[src/rtl/mem_port_arbiter.sv]
// Arbitrates the single-port unified memory between instruction fetch and the
// MEM stage: a four-state IDLE/ISSUE/WAIT/RESP sequencer with a fetch-starvation limit.
module mem_port_arbiter #(
  parameter int ADDR_W     = 16,
  parameter int DATA_W     = 16,
  parameter int MEM_LAT    = 1,
  parameter int MAX_STREAK = 3
) (
  input  logic              clk,
  input  logic              rst,
  input  logic              halt_program,
  input  logic              if_req,
  input  logic [ADDR_W-1:0] if_addr,
  output logic              if_ack,
  output logic [DATA_W-1:0] if_rdata,
  input  logic              ms_req,
  input  logic              ms_we,
  input  logic [ADDR_W-1:0] ms_addr,
  input  logic [DATA_W-1:0] ms_wdata,
  output logic              ms_ack,
  output logic [DATA_W-1:0] ms_rdata,
  output logic              mem_en,
  output logic              mem_we,
  output logic [ADDR_W-1:0] mem_addr,
  output logic [DATA_W-1:0] mem_wdata,
  input  logic [DATA_W-1:0] mem_rdata,
  output logic              busy
);

  localparam int CNT_W    = $clog2(MEM_LAT + 1);
  localparam int STREAK_W = (MAX_STREAK < 1) ? 1 : $clog2(MAX_STREAK + 1);
  localparam logic [CNT_W-1:0]    LAST_WAIT  = CNT_W'(MEM_LAT - 1);
  localparam logic [STREAK_W-1:0] STREAK_MAX = STREAK_W'(MAX_STREAK);

  typedef enum logic [1:0] {IDLE, ISSUE, WAIT, RESP} state_t;

  state_t              state_q, state_d;
  logic [CNT_W-1:0]    wait_cnt_q, wait_cnt_d;
  logic [STREAK_W-1:0] streak_q, streak_d;
  logic                win_ms_q, win_ms_d;
  logic                we_q, we_d;
  logic [ADDR_W-1:0]   addr_q, addr_d;
  logic [DATA_W-1:0]   wdata_q, wdata_d;
  logic                mem_en_q, mem_en_d;
  logic                mem_we_q, mem_we_d;
  logic                if_ack_q, if_ack_d;
  logic                ms_ack_q, ms_ack_d;
  logic [DATA_W-1:0]   if_rdata_q, if_rdata_d;
  logic [DATA_W-1:0]   ms_rdata_q, ms_rdata_d;
  logic                busy_q, busy_d;
  logic                grant_ms;

  always_comb begin
    state_d    = state_q;
    wait_cnt_d = wait_cnt_q;
    streak_d   = streak_q;
    win_ms_d   = win_ms_q;
    we_d       = we_q;
    addr_d     = addr_q;
    wdata_d    = wdata_q;
    mem_en_d   = 1'b0;
    mem_we_d   = 1'b0;
    if_ack_d   = 1'b0;
    ms_ack_d   = 1'b0;
    if_rdata_d = if_rdata_q;
    ms_rdata_d = ms_rdata_q;
    // MEM wins unless fetch has already waited out a full streak of MEM grants
    grant_ms   = ms_req && !(if_req && (streak_q == STREAK_MAX));

    case (state_q)
      IDLE: begin
        if (!halt_program && (if_req || ms_req)) begin
          state_d  = ISSUE;
          win_ms_d = grant_ms;
          we_d     = grant_ms && ms_we;
          addr_d   = grant_ms ? ms_addr : if_addr;
          wdata_d  = grant_ms ? ms_wdata : '0;
          mem_en_d = 1'b1;
          mem_we_d = grant_ms && ms_we;
          if (grant_ms && if_req)
            streak_d = (streak_q == STREAK_MAX) ? streak_q : streak_q + 1'b1;
          else
            streak_d = '0;
        end
      end
      ISSUE: begin
        state_d    = WAIT;
        wait_cnt_d = '0;
      end
      WAIT: begin
        if (wait_cnt_q == LAST_WAIT) begin
          state_d    = RESP;
          wait_cnt_d = '0;
          if (win_ms_q) begin
            ms_ack_d   = 1'b1;
            ms_rdata_d = we_q ? '0 : mem_rdata;
          end else begin
            if_ack_d   = 1'b1;
            if_rdata_d = mem_rdata;
          end
        end else begin
          wait_cnt_d = wait_cnt_q + 1'b1;
        end
      end
      RESP:    state_d = IDLE;
      default: state_d = IDLE;
    endcase

    busy_d = (state_d != IDLE);
  end

  always_ff @(posedge clk or negedge rst) begin
    if (!rst) begin
      state_q    <= IDLE;
      wait_cnt_q <= '0;
      streak_q   <= '0;
      win_ms_q   <= 1'b0;
      we_q       <= 1'b0;
      addr_q     <= '0;
      wdata_q    <= '0;
      mem_en_q   <= 1'b0;
      mem_we_q   <= 1'b0;
      if_ack_q   <= 1'b0;
      ms_ack_q   <= 1'b0;
      if_rdata_q <= '0;
      ms_rdata_q <= '0;
      busy_q     <= 1'b0;
    end else begin
      state_q    <= state_d;
      wait_cnt_q <= wait_cnt_d;
      streak_q   <= streak_d;
      win_ms_q   <= win_ms_d;
      we_q       <= we_d;
      addr_q     <= addr_d;
      wdata_q    <= wdata_d;
      mem_en_q   <= mem_en_d;
      mem_we_q   <= mem_we_d;
      if_ack_q   <= if_ack_d;
      ms_ack_q   <= ms_ack_d;
      if_rdata_q <= if_rdata_d;
      ms_rdata_q <= ms_rdata_d;
      busy_q     <= busy_d;
    end
  end

  assign mem_en    = mem_en_q;
  assign mem_we    = mem_we_q;
  assign mem_addr  = addr_q;
  assign mem_wdata = wdata_q;
  assign if_ack    = if_ack_q;
  assign ms_ack    = ms_ack_q;
  assign if_rdata  = if_rdata_q;
  assign ms_rdata  = ms_rdata_q;
  assign busy      = busy_q;

endmodule

[config.mk]
export PLATFORM = sky130hd
export DESIGN_NAME = mem_port_arbiter
export DESIGN_NICKNAME = d
export VERILOG_FILES = /design/src/rtl/mem_port_arbiter.sv
export SDC_FILE = /design/constraint.sdc
export NUM_CORES = 1
export LEC_CHECK = 0
export BUFFER_PORTS_ARGS = -buffer_cell sky130_fd_sc_hd__clkbuf_2
export CAP_MARGIN = 20
export CELL_PAD_IN_SITES_DETAIL_PLACEMENT = 0
export CELL_PAD_IN_SITES_GLOBAL_PLACEMENT = 1
export CORE_MARGIN = 1.5
export CORE_UTILIZATION = 38
export DETAILED_ROUTE_END_ITERATION = 8
export PLACE_DENSITY = 0.89
export SYNTH_ARGS = -nofsm -noshare
export SYNTH_HDL_FRONTEND = slang
export SYNTH_SLANG_ARGS = --single-unit
export TNS_END_PERCENT = 50
[constraint.sdc]
create_clock -name clk -period 2.45 [get_ports clk]
set_input_delay 0.1225 -clock clk [delete_from_list [all_inputs] [get_ports clk]]
set_output_delay 0.1225 -clock clk [all_outputs]
set_load 0.03 [all_outputs]
Yosys cells after proc, flatten, opt, wreduce, memory -nomap -nowiden
Index checks and enable logic that the tools add are counted.
{"block": "word_totals", "reg_bits": 76, "input_bits": 70, "out_inout_bits": 69, "word_cells": 58}
{"block": "op_classes", "add_sub_neg": 2, "eq_ne": 5, "muxes": 20, "n_bitwise": 2, "reduce_logical": 15}
{"operator": "$mux 16", "count": 3}
{"operator": "$mux 1", "count": 11}
{"operator": "$reduce_and 3->1", "count": 3}
{"operator": "$mux 2", "count": 4}
{"operator": "$pmux 2 s4", "count": 1}
{"operator": "$eq 2x2->1 const B", "count": 3}
{"operator": "$logic_and 1x1->1", "count": 5}
{"operator": "$reduce_bool 2->1", "count": 2}
{"operator": "$add 2x1->2 const B", "count": 1}
{"operator": "$eq 2x1->1 const B", "count": 1}
{"operator": "$logic_not 1->1", "count": 2}
{"operator": "$logic_not 2->1", "count": 1}
{"operator": "$ne 2x2->1 const B", "count": 1}
{"operator": "$not 1->1", "count": 2}
{"operator": "$pmux 1 s2", "count": 1}
{"operator": "$reduce_and 2->1", "count": 1}
{"operator": "$add 1x1->1 const B", "count": 1}
{"operator": "$logic_or 1x1->1", "count": 1}

Logic depth before layout (Yosys ltp)
Gate-level depths: netlist of the first run.
{"block": "logic_depth", "word_depth": 7, "mapped_depth": 7, "depth_no_buf": 5}

Least setup slack after synthesis of the first run
No wires, ideal clock.
{"block": "synth_path", "path_kind": "register to register", "start": "register state_q[0]", "end": "register if_rdata_q[10], in the netlist if_rdata[10]", "setup_time_ns": 0.125, "t_arrival_ns": 1.327, "required_ns": 2.325, "setup_slack_ns": 0.998, "stages_incl_launch_ff": 7, "path_buffers": 2, "period_less_slack_ns": 1.452, "cell_sequence": "dfrtp_1 > inv_1 > ha_1 > nand2b_1 > buf_2 > buf_4 > mux2_2"}
{"block": "synth_between", "elab_chain_cells": 2}
{"element": "start: declaration", "line": "37", "rtl": "state_t state_q, state_d;"}
{"element": "start signal: assignment", "line": "129", "rtl": "state_q <= state_d;"}
{"element": "$eq 2x2->1", "line": "70", "rtl": "case (state_q)"}
{"element": "$reduce_and 3->1 (no source line)"}
{"element": "end signal: assignment", "line": "140", "rtl": "if_rdata_q <= if_rdata_d;"}
{"element": "end: declaration", "line": "48", "rtl": "logic [DATA_W-1:0] if_rdata_q, if_rdata_d;"}
Every way passes these cells.
A chain may end at the register's enable or synchronous reset.

Final worst setup path of the first run
{"block": "layout_path", "start": "register state_q[0]", "end": "register ms_rdata_q[0], in the netlist ms_rdata[0]"}
{"block": "layout_between", "elab_chain_cells": 2}
{"element": "$eq 2x2->1", "line": "70"}
{"element": "$reduce_and 3->1 (no source line)"}
{"element": "end signal: assignment", "line": "141", "rtl": "ms_rdata_q <= ms_rdata_d;"}
{"element": "end: declaration", "line": "49", "rtl": "logic [DATA_W-1:0] ms_rdata_q, ms_rdata_d;"}
Every way passes these cells.

==> results of run 1 <==
==> through the flow <==
stage / cell area (µm²) / hold WS, ps / cells / setup WS [ps] / utilization
2_1_floorplan: 3040 / -173 / 261 / 998 / -
3_3_place_gp: 3790 / 314 / 488 / 837 / 0.490
3_5_place_dp: 3790 / 325 / 488 / 758 / 0.490
4_1_cts: 4090 / 1.97 / 514 / 734 / 0.529
5_1_grt: 4090 / 1.08 / 514 / 558 / 0.529
6_report: 4090 / 12.7 / 514 / 773 / 0.529
==> flip-flops by register name (all words and copies together), names as in the netlist <==
| name | cells |
|---|---|
| streak_q | 2 |
| mem_en | 1 |
| mem_we | 1 |
| if_rdata | 16 |
| state_q | 2 |
| ms_rdata | 16 |
| busy | 1 |
| we_q | 1 |
| win_ms_q | 1 |
| mem_wdata | 16 |
| ms_ack | 1 |
| mem_addr | 16 |
| if_ack | 1 |
==> cell usage after synthesis (2+ instances only) <==
cell type,instances
a21oi_1,16
a22o_1,18
a31oi_1,16
buf_2,7
buf_4,2
buf_6,3
clkbuf_1,5
dfrtp_1,75
ha_1,4
inv_1,4
mux2_2,16
nand2_1,49
nand2b_1,18
o21ai_0,16
==> power by group through the flow <==
stage | clock network (W) | registers [W] | logic (W)
2_1_floorplan | 0 | 0.00309 | 0.000898
3_3_place_gp | 0 | 0.00211 | 0.00262
3_5_place_dp | 0 | 0.00212 | 0.00267
4_1_cts | 0.000948 | 0.00211 | 0.00269
5_1_grt | 0.00101 | 0.00217 | 0.00286
6_report | 0.000921 | 0.00210 | 0.00266
==> kinds of logic after synthesis <==
logic type                 share of synthesized area
DFF                                            0.617
AOI/OAI and AO/OA                              0.156
and+or+nand+nor                                0.111
buffers and inverters                         0.0399
muxes                                         0.0592
adders and majority gates                     0.0165
==> layer usage <==
metal  vias up  track usage  part of all wire
li1       1196            -                 -
met1      1159        0.233              0.46
met2        96        0.267              0.46
met3         6       0.0386             0.071
met4         0       0.0667            0.0095
met5         -            0                 0
==> layout by cell type, fill, tap and decap left out, drive strengths merged <==
| cell | instances |
|---|---|
| a22o | 18 |
| a21oi | 16 |
| o21ba | 1 |
| dlygate4sd3 | 11 |
| o22a | 1 |
| clkinvlp | 1 |
| ha | 4 |
| a21o | 1 |
| clkbuf | 146 |
| and2 | 1 |
| nand2 | 50 |
| nand2b | 18 |
| or2 | 1 |
| bufinv | 1 |
| a32o | 1 |
| buf | 5 |
| clkinv | 3 |
| inv | 6 |
| o21ai | 16 |
| a21boi | 1 |
| mux2 | 16 |
| a31oi | 16 |
| a21bo | 1 |
| dfrtp | 75 |
| and3 | 1 |
| nor2b | 1 |
==> layout make-up <==
cell class	instances	area, µm²
clock buffer	9	124
multi-input combinational	164	1040
inverter	5	18.8
clock inverter	6	65.1
fill	722	3640
tap	102	128
timing repair buffer	153	833
sequential	75	1880
==> worst min-delay path by stage <==
stage,slack (ps),to,start
after floorplan,-170,busy,rst
after global placement,310,if_rdata[14],rst
after detailed placement,320,if_rdata[11],rst
after CTS,2,mem_we,ms_we
after global routing,1,mem_wdata[14],ms_wdata[14]
final,10,mem_wdata[10],ms_wdata[10]
==> results.json, run 1 <==
{
  "synth_flop_cell": "dfrtp_1",
  "yosysSeqAreaShare": 0.617,
  "fin_crit_sh": 0.685,
  "power.total_w": 0.00568,
  "crit_path_start": "state_q[0]",
  "grt_overflow": 0,
  "gr-usage-all-layers": 0.172,
  "cts_tree": "done",
  "core_mm2": 0.00773,
  "avgSynthCellArea_um2": 11.7,
  "synthArstFlopShare": 1.00,
  "skew_ps": 13.7,
  "ys_warn_count": 0,
  "drv_slew": 0,
  "cts_inserted_buffers": 9,
  "postRouteAntennaNets": 0,
  "io_pins": 139,
  "synth_edf_count": 0,
  "initial_core_util": 0.394,
  "crit_required_ps": 2640,
  "cts_resized": 0,
  "endpoint_kind": "register",
  "tightest_slew_ps": 932,
  "cp_data_arrival_time_ps": 1860,
  "route.detailed.drc": 0,
  "cts_buffer_depth": 2,
  "clock_latency_ps": 340,
  "antenna_cells": 0,
  "path_buf_inv": 1,
  "drt_iter0_drc": 80,
  "syn-cell-area_mm2": 0.00304,
  "cp_common_cell": "nand2_1",
  "h-tree-depth": 3,
  "num-nets-final": 482,
  "p_switching_w": 0.00253,
  "internal_power_w": 0.00316,
  "regToRegStartpoint": "state_q[0]",
  "drive_above_1_share": 0.430,
  "syn2layout_area_growth_pct": 34.4,
  "seq_power_share": 0.370,
  "firstDrtPassIters": 4,
  "cp-endpoint": "ms_rdata[0]",
  "power_frac_clock": 0.162,
  "fin_setup_tns_ps": 0,
  "dieArea_mm2": 0.00855,
  "postCtsHoldBufs": 11,
  "critPathKind": "reg2reg",
  "cp_top_family": "simple AND/OR/NAND/NOR gates",
  "synth_cell_types": 26,
  "vias": 2457,
  "worstPathMaxFanout": 33,
  "grt_start_max_net_pins": 76,
  "fin_crit_ps": 1680,
  "post_cts_buffers": 0,
  "holdPathStages": 2,
  "switching_share": 0.445,
  "power_frac_comb": 0.468,
  "worst-r2r-setup-slack_ps": 770,
  "hold_path.class": "in2reg",
  "finalSetupViolCount": 0,
  "startpoint_type": "register",
  "yosysTopAreaCellShare": 0.617,
  "gp_congestion": 0.696,
  "rows": 32,
  "slowest_delay_ps": 510,
  "synth_area_leaders": "dfrtp_1, nand2_1, mux2_2, a22o_1, nand2b_1",
  "hold_violations": 0,
  "vias_per_cell": 4.78,
  "wirelength_um": 7130,
  "fmax_mhz": 596,
  "worst-path-stages": 5,
  "synth.ff_latch_count": 75,
  "worst_r2r_path_depth": 5,
  "path_cells": "inv_1 > ha_1 > nand2_1 > nand2_1 > o21ai_0",
  "io_buffers": 138,
  "rsz0062_at_grt": "false",
  "synth_top_area_cell": "dfrtp_1",
  "die-height_um": 92.5,
  "die_x_um": 92.5,
  "crit_slowest_cell": "nand2_1",
  "maxCapViolCount": 0,
  "grt_antenna_before_repair": 0,
  "syn_nets": 335,
  "worst_r2r_endpoint": "ms_rdata[0]",
  "path_clk_slew_ps": 90,
  "wl_per_cell_um": 13.9,
  "grt_pass1_wl_um": 11500,
  "pwr_density_cell_mw_per_mm2": 1390,
  "max_slew_margin": 0.379,
  "ir_drop_uv": 492,
  "cts_root_buf": "clkbuf_8",
  "synthCells": 261,
  "cts.sinks": 75,
  "grt_pass1_vias": 2371,
  "dp_hpwl_um": 4970,
  "leakagePower_nw": 2.14,
  "status": "finished clean"
}
Power figures use the tool's default switching activity.
==> run 2: changes to the inputs <==
CORE_UTILIZATION = 31   (was 38)
PLACE_DENSITY = 0.79   (was 0.89)
clock period = 1.5 ns   (was 2.45 ns; I/O delays follow)
==> results.json, run 2 (synthesis results as in run 1) <==
{
  "core_mm2": 0.00937,
  "grt_start_max_net_pins": 43,
  "stdcell_count": 601,
  "rsz0062_at_grt": "false",
  "post_cts_buffers": 0,
  "clock_latency_ps": 340,
  "skew_ps": 10.0,
  "regArea_mm2": 0.00188,
  "firstDrtPassIters": 4,
  "fin_crit_sh": 0.937,
  "place_ws_ps": 95.5,
  "status": "finished clean",
  "grt_antenna_before_repair": 0,
  "path_buf_inv": 0,
  "grt_overflow": 0,
  "io_pins": 139,
  "crit_slowest_cell": "dfrtp_1",
  "initial_core_util": 0.325,
  "tightest_slew_ps": 486,
  "die-height_um": 102,
  "fin_crit_ps": 1400,
  "drt_iter0_drc": 63,
  "leakagePower_nw": 2.41,
  "slowest_delay_ps": 400,
  "drive_above_1_share": 0.386,
  "fillers": 868,
  "multi_input_area_mm2": 0.00104,
  "startpoint_type": "register",
  "hold_path.class": "in2reg",
  "cts_buffer_depth": 2,
  "max_slew_margin": 0.676,
  "vias_per_cell": 4.45,
  "vias": 2676,
  "wl_per_cell_um": 13.4,
  "final_common_cell": "clkbuf_2",
  "io_buffers": 138,
  "grt_pass1_wl_um": 13500,
  "path_cells": "ha_1 > a21boi_2 > and3_4 > a32o_1",
  "die_x_um": 102,
  "hold_violations": 0,
  "num-nets-final": 541,
  "drv_slew": 0,
  "ir_drop_uv": 837,
  "fin_setup_tns_ps": 0,
  "rows": 35,
  "finalSetupViolCount": 0,
  "dp.cells": 519,
  "dp_hpwl_um": 5290,
  "fmax_mhz": 712,
  "postRouteAntennaNets": 0,
  "h-tree-depth": 3,
  "layout_setup_ws_ps": 95.0,
  "cts_inserted_buffers": 9,
  "cts_root_buf": "clkbuf_8",
  "cts_tree": "done",
  "crit_required_ps": 1770,
  "worstPathMaxFanout": 21,
  "gr-usage-all-layers": 0.167,
  "antenna_cells": 0,
  "critPathKind": "reg2reg",
  "pwr_density_cell_mw_per_mm2": 2010,
  "grt_pass1_vias": 2872,
  "endpoint_kind": "register",
  "dieArea_mm2": 0.0104,
  "path_clk_slew_ps": 70,
  "syn2layout_area_growth_pct": 56.4,
  "cp_top_family": "flip-flops",
  "layout_common_cells": "clkbuf_2, dfrtp_1, dlygate4sd3_1",
  "cts.sinks": 75,
  "wirelength_um": 8070,
  "cp_data_arrival_time_ps": 1680,
  "route.detailed.drc": 0,
  "maxCapViolCount": 0,
  "gp_congestion": 0.706
}
[run 2: changes by cell type in the layout (fill, tap and decap cells not counted), sizes merged]
cell         previous run  this run
buf                     5         9
clkbuf                146       148
dlygate4sd3            11        66
inv                     6         5
[run 2: power by group]
group / internal (W) / leakage, nW / switching [W]
clock: 0.000806 / 0.0991 / 0.000717
combinational: 0.00167 / 1.40 / 0.00290
sequential: 0.00293 / 0.916 / 0.000531
[run 2: per-stage QoR]
| stage | instance area [µm²] | hold slack (ps) | total power [W] | utilization |
|---|---|---|---|---|
| 4_1_cts | 4760 | 51.8 | 0.00968 | 0.508 |
| 6_report | 4760 | 76.1 | 0.00955 | 0.508 |
| 2_1_floorplan | 3040 | -221 | 0.00651 | - |
| 3_5_place_dp | 3900 | 59.5 | 0.00798 | 0.417 |
| 3_3_place_gp | 3900 | 54.5 | 0.00788 | 0.417 |
| 5_1_grt | 4760 | 61.7 | 0.0102 | 0.508 |
[run 2: per-layer routing]
metal	track usage	vias up	wire, µm
met4	0.0748	0	184
met2	0.285	114	4030
li1	-	1309	-
met5	0	-	0
met1	0.197	1233	3310
met3	0.0438	20	544
[run 2: area by class of cell]
type	count	share of cell area
tap	129	0.0339
clock inverter	5	0.0110
inverter	5	0.00394
clock buffer	11	0.0297
multi-input combinational	164	0.219
timing repair buffer	212	0.308
sequential	75	0.394
[run 2: what timing repair did]
action / 4_1_cts / 5_1_grt
resized for setup: 0 / 1
endpoints found under the setup margin: 0 / 3
endpoints found under the hold margin: 98 / 0
hold buffers: 66 / 0
[run 2: worst register-to-register path, cell delays in order (launching register included)]
cell,delay (ps)
dfrtp_1,400
ha_1,240
a21boi_2,150
and3_4,350
a32o_1,200
[run 2: worst paths after layout]
check                                  start      endpoint  slack, ps  depth (start not counted)
worst min-delay path                  if_req   streak_q[1]         80                          2
min in group asynchronous                rst   mem_addr[2]        210                          2
worst min register to register  ms_rdata[10]  ms_rdata[10]        480                          2
worst max-delay path             streak_q[0]   streak_q[1]        100                          4
worst max register to register   streak_q[0]   streak_q[1]        100                          4
max in group asynchronous                rst          we_q        680                          3
==> run 3: changes to the inputs <==
CORE_UTILIZATION = 38   (was 31)
PLACE_DENSITY = 0.89   (was 0.79)
clock period = 1.76 ns   (was 1.5 ns; I/O delays follow)
==> results.json, run 3 (synthesis results as in run 1) <==
{
  "drive_above_1_share": 0.382,
  "max_slew_margin": 0.551,
  "maxCapViolCount": 0,
  "rows": 32,
  "placed_cell_area_mm2": 0.00382,
  "wirelength_um": 7990,
  "syn2layout_area_growth_pct": 53.2,
  "vias": 2699,
  "fin_crit_sh": 0.830,
  "grt_antenna_before_repair": 0,
  "cp_data_arrival_time_ps": 1660,
  "gr-usage-all-layers": 0.196,
  "cts_root_buf": "clkbuf_8",
  "finalSetupViolCount": 0,
  "io_pins": 139,
  "initial_core_util": 0.394,
  "cts.sinks": 75,
  "vias_per_cell": 4.74,
  "route.detailed.drc": 0,
  "die-height_um": 92.5,
  "tightest_slew_ps": 674,
  "stdcell_area_mm2": 0.00466,
  "layout_setup_ws_ps": 299,
  "critPathKind": "reg2reg",
  "postRouteAntennaNets": 0,
  "hold_path.class": "in2reg",
  "grt_pass1_wl_um": 12900,
  "grt_start_max_net_pins": 54,
  "post_cts_buffers": 0,
  "wl_per_cell_um": 14.0,
  "final_common_cell": "clkbuf_2",
  "leakagePower_nw": 2.38,
  "place_ws_ps": 301,
  "h-tree-depth": 3,
  "fin_crit_ps": 1460,
  "num-nets-final": 538,
  "antenna_cells": 0,
  "path_clk_slew_ps": 70,
  "gp_congestion": 0.724,
  "drv_slew": 0,
  "grt_pass1_vias": 2816,
  "startpoint_type": "register",
  "drt_iter0_drc": 85,
  "io_buffers": 138,
  "layout_common_cells": "clkbuf_2, dfrtp_1, dlygate4sd3_1",
  "fmax_mhz": 684,
  "rsz0062_at_grt": "false",
  "cts_inserted_buffers": 9,
  "worstPathMaxFanout": 21,
  "worst-r2r-setup-slack_ps": 300,
  "fin_setup_tns_ps": 0,
  "dieArea_mm2": 0.00855,
  "cts_buffer_depth": 2,
  "firstDrtPassIters": 4,
  "die_x_um": 92.5,
  "grt_overflow": 0,
  "crit_required_ps": 1960,
  "skew_ps": 10.9,
  "cts_tree": "done",
  "core_mm2": 0.00773,
  "endpoint_kind": "register",
  "pwr_density_cell_mw_per_mm2": 1730,
  "status": "finished clean",
  "clock_latency_ps": 340,
  "worst_r2r_path_depth": 5,
  "hold_violations": 0,
  "dp_hpwl_um": 5170,
  "holdPathStages": 2,
  "ir_drop_uv": 754
}
-- run 3: changes by cell type in the layout (fill, tap and decap cells not counted) --
cell / change
a21bo_1: +1
a21bo_2: -1
buf_12: -3
buf_4: +1
clkbuf_1: -1
clkbuf_8: -1
clkinv_2: -2
clkinv_4: +2
clkinvlp_4: +1
dlygate4sd3_1: -1
-- run 3: timing repair --
action	4_1_cts	5_1_grt
hold endpoints to repair	112	0
hold buffers	65	0
resized for setup	0	0
-- run 3: layout make-up --
type	count	area [µm²]
fillers	653	3070
flip-flops and latches	75	1880
repair buffers	209	1400
multi-input cells	164	1040
well taps	102	128
clock buffers	9	124
clock inverters	6	67.6
inverters	5	18.8
-- run 3: metal layers --
| layer | track usage | part of all wire | up-vias |
|---|---|---|---|
| li1 | - | - | 1301 |
| met1 | 0.225 | 0.41 | 1274 |
| met2 | 0.344 | 0.51 | 109 |
| met3 | 0.0452 | 0.063 | 15 |
| met4 | 0.0923 | 0.021 | 0 |
| met5 | 0 | 0 | - |
-- run 3: critical path, stage by stage (launching register included) --
cell	delay (ps)
dfrtp_1	370
inv_1	100
ha_1	260
nand2_4	190
inv_2	270
a31oi_1	130
-- run 3: through the flow --
stage / utilization / hold slack (ps) / power (W) / std cells
after global placement: 0.494 / 167 / 0.00659 / 490
after detailed placement: 0.494 / 174 / 0.00671 / 490
after CTS: 0.603 / 8.04 / 0.00810 / 570
final: 0.603 / 30.5 / 0.00805 / 570
after floorplan: - / -208 / 0.00555 / 261
after global routing: 0.603 / 4.44 / 0.00856 / 570
-- run 3: final timing paths --
check	end	start
setup / recovery	mem_addr[5]	state_q[0]
min in group asynchronous	if_rdata[14]	rst
hold reg to reg	ms_rdata[15]	ms_rdata[15]
max in group asynchronous	we_q	rst
setup reg to reg	mem_addr[5]	state_q[0]
hold / removal	if_rdata[7]	mem_rdata[7]
-- run 3: where the power goes --
part           switching [W]  internal (W)  leakage (nW)
clock network       0.000620      0.000648        0.0913
logic                0.00249       0.00134          1.37
registers           0.000446       0.00250         0.916
